===== src/rtl/rr_arbiter4.sv =====
// Four-requester round-robin arbiter with registered one-hot grant and encoded index.
// Optional forced release after MAX_HOLD cycles when ARB_TIMEOUT_EN is defined.
module rr_arbiter4 #(
  parameter int MAX_HOLD = 16,
  parameter int CNT_W    = 8
) (
  input  logic       clk,
  input  logic       rst_n,
  input  logic [3:0] req,
  input  logic       done,
  output logic [3:0] gnt,
  output logic [1:0] gnt_idx,
  output logic       gnt_valid,
  output logic       timeout
);

  typedef enum logic {IDLE = 1'b0, GRANT = 1'b1} state_t;

  state_t     state_reg, state_next;
  logic [1:0] ptr_reg, ptr_next;
  logic [1:0] idx_reg, idx_next;
  logic       timeout_reg, timeout_next;
  logic [1:0] search_ptr;
  logic [3:0] cand_hit;
  logic [1:0] win_off;
  logic [1:0] win_idx;
  logic       win_found;
  logic       release_now;
  logic       force_rel;

  if (MAX_HOLD < 2 || MAX_HOLD > 255 || (64'd1 << CNT_W) <= 64'(MAX_HOLD)) begin : g_bad_cfg
    $error("rr_arbiter4: illegal MAX_HOLD/CNT_W combination");
  end

  // On release the search starts just past the owner, so the owner is tried last.
  assign search_ptr = (state_reg == GRANT) ? idx_reg + 2'd1 : ptr_reg;

  genvar gi;
  for (gi = 0; gi < 4; gi++) begin : g_cand
    assign cand_hit[gi] = req[search_ptr + 2'(gi)];
  end

  always_comb begin
    win_off = 2'd0;
    casez (cand_hit)
      4'b???1: win_off = 2'd0;
      4'b??10: win_off = 2'd1;
      4'b?100: win_off = 2'd2;
      4'b1000: win_off = 2'd3;
      default: win_off = 2'd0;
    endcase
  end

  assign win_found = |cand_hit;
  assign win_idx   = search_ptr + win_off;

`ifdef ARB_TIMEOUT_EN
  logic [CNT_W-1:0] cnt_reg, cnt_next;

  assign force_rel = (state_reg == GRANT) && (cnt_reg == CNT_W'(MAX_HOLD - 1));

  // Counts cycles of the current tenure; any release (and thus any new grant) clears it.
  always_comb begin
    cnt_next = '0;
    if (state_reg == GRANT && !release_now)
      cnt_next = cnt_reg + 1'b1;
  end

  always_ff @(posedge clk or negedge rst_n) begin
    if (!rst_n)
      cnt_reg <= '0;
    else
      cnt_reg <= cnt_next;
  end
`else
  assign force_rel = 1'b0;
`endif

  assign release_now  = (state_reg == GRANT) && (done || !req[idx_reg] || force_rel);
  assign timeout_next = force_rel && !done && req[idx_reg];

  always_ff @(posedge clk or negedge rst_n) begin
    if (!rst_n) begin
      state_reg   <= IDLE;
      ptr_reg     <= 2'd0;
      idx_reg     <= 2'd0;
      timeout_reg <= 1'b0;
    end else begin
      state_reg   <= state_next;
      ptr_reg     <= ptr_next;
      idx_reg     <= idx_next;
      timeout_reg <= timeout_next;
    end
  end

  always_comb begin
    state_next = state_reg;
    ptr_next   = ptr_reg;
    idx_next   = idx_reg;
    if (state_reg == IDLE || release_now) begin
      if (release_now)
        ptr_next = search_ptr;
      if (win_found) begin
        state_next = GRANT;
        idx_next   = win_idx;
      end else begin
        state_next = IDLE;
        idx_next   = 2'd0;
      end
    end
  end

  always_comb begin
    gnt = 4'b0000;
    if (state_reg == GRANT)
      gnt[idx_reg] = 1'b1;
    gnt_idx   = idx_reg;
    gnt_valid = (state_reg == GRANT);
    timeout   = timeout_reg;
  end

endmodule


===== config.mk =====
export PLATFORM = sky130hd
export DESIGN_NAME = rr_arbiter4
export DESIGN_NICKNAME = d
export VERILOG_FILES = /design/src/rtl/rr_arbiter4.sv
export SDC_FILE = /design/constraint.sdc
export NUM_CORES = 1
export LEC_CHECK = 0
export CAP_MARGIN = 40
export CORE_AREA = 2 2 39 41
export DETAILED_ROUTE_END_ITERATION = 12
export DIE_AREA = 0 0 41 43
export PLACE_DENSITY = 0.75
export SETUP_SLACK_MARGIN = 0.5
export SLEW_MARGIN = 10
export SYNTH_ARGS = -nofsm -noshare
export SYNTH_HDL_FRONTEND = slang
export SYNTH_SLANG_ARGS = --single-unit

===== constraint.sdc =====
create_clock -name clk -period 2.56 [get_ports clk]
set_input_delay 0.512 -clock clk [delete_from_list [all_inputs] [get_ports clk]]
set_output_delay 0.512 -clock clk [all_outputs]
set_load 0.02 [all_outputs]

# Word level (Yosys, flattened, before mapping)
# Index checks and enable logic that the tools add are counted.
# Widths: inputs -> output; s select.
[op_classes] n_addsub=5 n_lt_le_gt_ge=6 n_eq_ne=3 mux=17 n_bitwise=1 n_reduce_logical=7
[ops] cell="$lt 2x3->1 const B" n=5
[ops] cell="$bmux 1 s2" n=5
[ops] cell="$mux 1" n=7
[ops] cell="$pmux 2 s3" n=1
[ops] cell="$add 2x1->2 const B" n=2
[ops] cell="$add 2x2->2 const B" n=2
[ops] cell="$eq 4x4->1 const B" n=1
[ops] cell="$mux 2" n=2
[ops] cell="$mux 4" n=1
[ops] cell="$reduce_or 4->1" n=1
[ops] cell="$eq 3x3->1 const B" n=1
[ops] cell="$add 2x2->2" n=1
[ops] cell="$demux 1 s2" n=1
[ops] cell="$eq 2x2->1 const B" n=1
[ops] cell="$ge 2x1->1 const B" n=1
[ops] cell="$logic_and 1x1->1" n=2
[ops] cell="$logic_or 1x1->1" n=2
[ops] cell="$reduce_and 2->1" n=1
[ops] cell="$logic_not 1->1" n=1
[ops] cell="$not 1->1" n=1
[word_totals] register_bits=5 inputBits=7 output_inout_bits=8 wordCells=42

# Logic depth before layout (Yosys ltp)
[logic_depth] word_depth=9 mapped_depth=11

# Worst setup path after synthesis
# Ideal clock, no wire load.
[synth_timing] path_type="register to register" startpoint="register idx_reg[0] (netlist: gnt_idx[0])" endpoint="register idx_reg[1] (netlist: gnt_idx[1])" setup_time_ns=0.095 arrival_ns=2.434 path_slack_ns=0.031 stages_incl_launch_ff=12 n_path_buf=0 period_less_slack_ns=2.529 path_cell_list="dfrtp_1 > inv_1 > ha_1 > mux2i_2 > nand2_1 > a2bb2oi_1 > a2bb2oi_1 > a21oi_1 > ha_1 > xor2_1 > and3_1 > o31ai_1"
[synth_between] elab_chain_cells=9
[synth_lines] item="from (decl)" line="21" source="logic [1:0] idx_reg, idx_next;"
[synth_lines] item="from (signal assigned)" line="91" source="idx_reg <= idx_next;"
[synth_lines] item="$add 2x1->2" line="36" source="assign search_ptr = (state_reg == GRANT) ? idx_reg + 2'd1 : ptr_reg;"
[synth_lines] item="$mux 2" line="36"
[synth_lines] item="$add 2x1->2 / $add 2x2->2 (equally long branches)" line="40" source="assign cand_hit[gi] = req[search_ptr + 2'(gi)];"
[synth_lines] item="$bmux 1 s2" line="40"
[synth_lines] item="$mux 1 (implied by the code)" line="40"
[synth_lines] item="$eq 4x4->1, or another cell as far along" line="45" source="casez (cand_hit)"
[synth_lines] item="$pmux 2 s3" line="45"
[synth_lines] item="$add 2x2->2" line="55" source="assign win_idx = search_ptr + win_off;"
[synth_lines] item="$mux 2" line="103" source="if (win_found) begin"
# Parallel ways exist; a longest one is shown, timed or not. The select of a mux whose other input is x is not followed.
# A chain may end at the register's enable or synchronous reset.

# Worst setup path in the final report
[layout_timing] startpoint="register idx_reg[1] (netlist: gnt_idx[1])" endpoint="register idx_reg[1] (netlist: gnt_idx[1])"
# Same word-level chain as after synthesis.

==> run_results.csv <==
group,metric,value,unit
yosys,ys_types,29,
job,max_cap_viol_count,0,
detailed_routing,drtIter0Drc,5,
detailed_routing,wirelength,1220,um
sta,period_minus_slack,2.13,ns
yosys,avgSynthCellArea,8.25,sq um
setup_path,startpoint_type,"flop",
cells_and_area,seq_area,128,sq um
global_routing,antenna_found_initial,0,
yosys,yosysSeqAreaShare,0.244,
yosys,synth_ff_type,"dfrtp_1",
clock_tree,clock_latency,0.25,ns
global_routing,overflow,0,
clock_tree,clk_pin_slew,0.05,ns
clock_tree,cts_buffer_depth,2,
die,rows,14,
setup_path,required,2.71,ns
global_routing,grt_max_degree,13,
sta,slew_viol_final,0,
yosys,synth_top_family_by_area,"simple AND/OR/NAND/NOR gates",
sta,setup-violations-final,0,
clock_tree,cts_tree,"done",
die,io_pins,15,
cells_and_area,drive_gt1_frac,0.302,
setup_path,cp_cell_sequence,"inv_2 > ha_4 > mux2i_4 > nand2_2 > a2bb2oi_2 > a2bb2oi_2 > a21oi_2 > ha_2 > xor2_2 > and3_1 > o31ai_1",
setup_path,cp_slowest_cell,"dfrtp_2",
setup_path,crit_fanout,4,
clock_tree,root_buffer,"clkbuf_4",
placed_design,dpl_cell_area,683,sq um
detailed_routing,avgViaCountPerCell,5.27,
detailed_routing,route.detailed.drc,0,
yosys,async_flop_share,1.00,
global_routing,grt.met1_usage,0.205,
yosys,synthCells,62,
placed_design,gp_congestion,0.736,
sta,hold_viol,0,
setup_path,cp-end-kind,"flop",
detailed_routing,drt_pre_antenna_iters,3,
setup_path,crit_top_cell,"a2bb2oi_2",
cells_and_area,area_delta_synth_final,54.3,%
cells_and_area,nNetsFinal,99,
pwr,p_leak,0.358,nW
detailed_routing,ant_nets,0,
pwr,powerDensity,1250,nW/um^2
global_routing,grt_pass1_vias,502,
setup_path,critPathMaxStageDelay,0.42,ns
pwr,power,986,uW
sta,fin_setup_tns,0,ns
yosys,yosys_warnings,0,
cells_and_area,multi_input_area,413,sq um
placed_design,portBuffers,13,
global_routing,grtUsageTotal,0.173,
sta,period_share,0.832,
yosys,synthMuxAreaShare,0.117,
global_routing,gr-max-usage-layer,"met2",
worst_hold_path,hold_class,"input pin to asynchronous set/reset pin",
setup_path,arrival,2.28,ns
yosys,yosys.area_share.simple,0.264,
yosys,netlist_area,512,sq um
yosys,synth_edf_count,0,
cells_and_area,final_cell_area,790,sq um
sta,rsz0062_at_grt,"yes",
status,status,"finished clean",
global_routing,grt_first_pass_wirelength,2010,um
detailed_routing,vias,538,
die,start_util,0.370,
yosys,synth_fp_nets,74,
sta,finalClockSkew,0.00806,ns
yosys,synth_compound_area_frac,0.181,
detailed_routing,wl_per_cell,12.0,um
cells_and_area,layout_commonest_cell,"buf_4",
yosys,ys_seq_elements,5,
die,die_h,43,um
placed_design,dp_hpwl,861,um
global_routing,use_met3,0.0262,
clock_tree,cts_max_level,1,
yosys,synth_xor_area_frac,0.0171,
clock_tree,cts_hold_buf,0,
clock_tree,cts_buffers,3,
die,die_w,41,um
die,die-area,1760,sq um
pwr,vdd_drop_max,520,uV
sta,max_freq,0.470,GHz
cells_and_area,mostFrequentLayoutCells,"buf_4, clkdlybuf4s50_1, a21oi_1",
yosys,synth_adder_area_share,0.122,
clock_tree,cts.sinks,5,
cells_and_area,nFillCells,122,
global_routing,gr-usage-met2,0.247,
cells_and_area,antenna_cells,0,
setup_path,worstSetupPathType,"flop to flop",
die,core,1380,sq um
==> Yosys cell counts (all sizes together), types with 2 or more instances <==
cell type,instances,share of area
a21oi,7,0.068
and2,5,0.061
dfrtp,5,0.24
ha,5,0.12
nand2,5,0.037
o21ai,5,0.049
nor2,4,0.029
inv,3,0.022
mux2i,3,0.066
a2bb2oi,2,0.034
and3,2,0.024
buf,2,0.024
mux2,2,0.051
==> through the flow <==
| step | cells | setup slack (ns) | hold slack [ns] | utilization |
|---|---|---|---|---|
| after floorplan | 62 | 0.411 | 0.216 | - |
| after global placement | 90 | 0.169 | 0.548 | 0.494 |
| after detailed placement | 90 | 0.148 | 0.551 | 0.494 |
| after CTS | 99 | 0.384 | 0.491 | 0.544 |
| after global routing | 102 | 0.280 | 0.494 | 0.571 |
| final | 102 | 0.430 | 0.487 | 0.571 |
==> kinds of logic after synthesis <==
group / count (synthesis)
AOI/OAI and AO/OA: 16
other: 1
xor gates and xnor gates: 1
and+or+nand+nor: 24
buffers and inverters: 5
DFF: 5
muxes: 5
adders and majority gates: 5
==> power by group <==
part,leakage (nW),internal (mW),switching [mW]
Clock,0.0150,0.0591,0.0348
Combinational,0.290,0.388,0.352
Sequential,0.0536,0.119,0.0325
==> final timing paths <==
path	cells after the start	endpoint	slack, ns	startpoint
worst max-delay path	11	gnt_idx[1]	0.43	gnt_idx[1]
worst min-delay path	1	ptr_reg[0]	0.49	rst_n
worst max register to register	11	gnt_idx[1]	0.43	gnt_idx[1]
worst min register to register	1	ptr_reg[1]	0.56	ptr_reg[1]
max in group asynchronous	1	gnt_idx[0]	1.85	rst_n
min in group clk	1	ptr_reg[1]	0.56	ptr_reg[1]
==> cell type report <==
cell class / instances / share of cell area
multi-input combinational: 52 / 0.523
timing repair buffer: 22 / 0.242
sequential: 5 / 0.162
clock buffer: 4 / 0.0333
tap: 16 / 0.0254
inverter: 3 / 0.0143
==> metal layers <==
metal,part of all wire,up-vias
met4,0.050,0
met3,0.039,7
met5,0,-
li1,-,265
met1,0.40,251
met2,0.51,15
==> what timing repair did <==
item | 4_1_cts | 5_1_grt
endpoints found under the setup margin | 6 | 2
setup buffers | 5 | 3
cloned | 0 | 0
pin swaps | 2 | 5
resized for setup | 7 | 3
==> critical path: cells and delay by family (launching register included) <==
kind | cells | cell delay, ns
adder cells (fa/ha/maj) | 2 | 0.39
multiplexers | 1 | 0.21
XOR/XNOR | 1 | 0.15
flip-flops | 1 | 0.42
buffers and inverters | 1 | 0.08
AND/OR/NAND/NOR | 2 | 0.22
AO/OA/AOI/OAI | 4 | 0.56
Power figures use the tool's default switching activity.
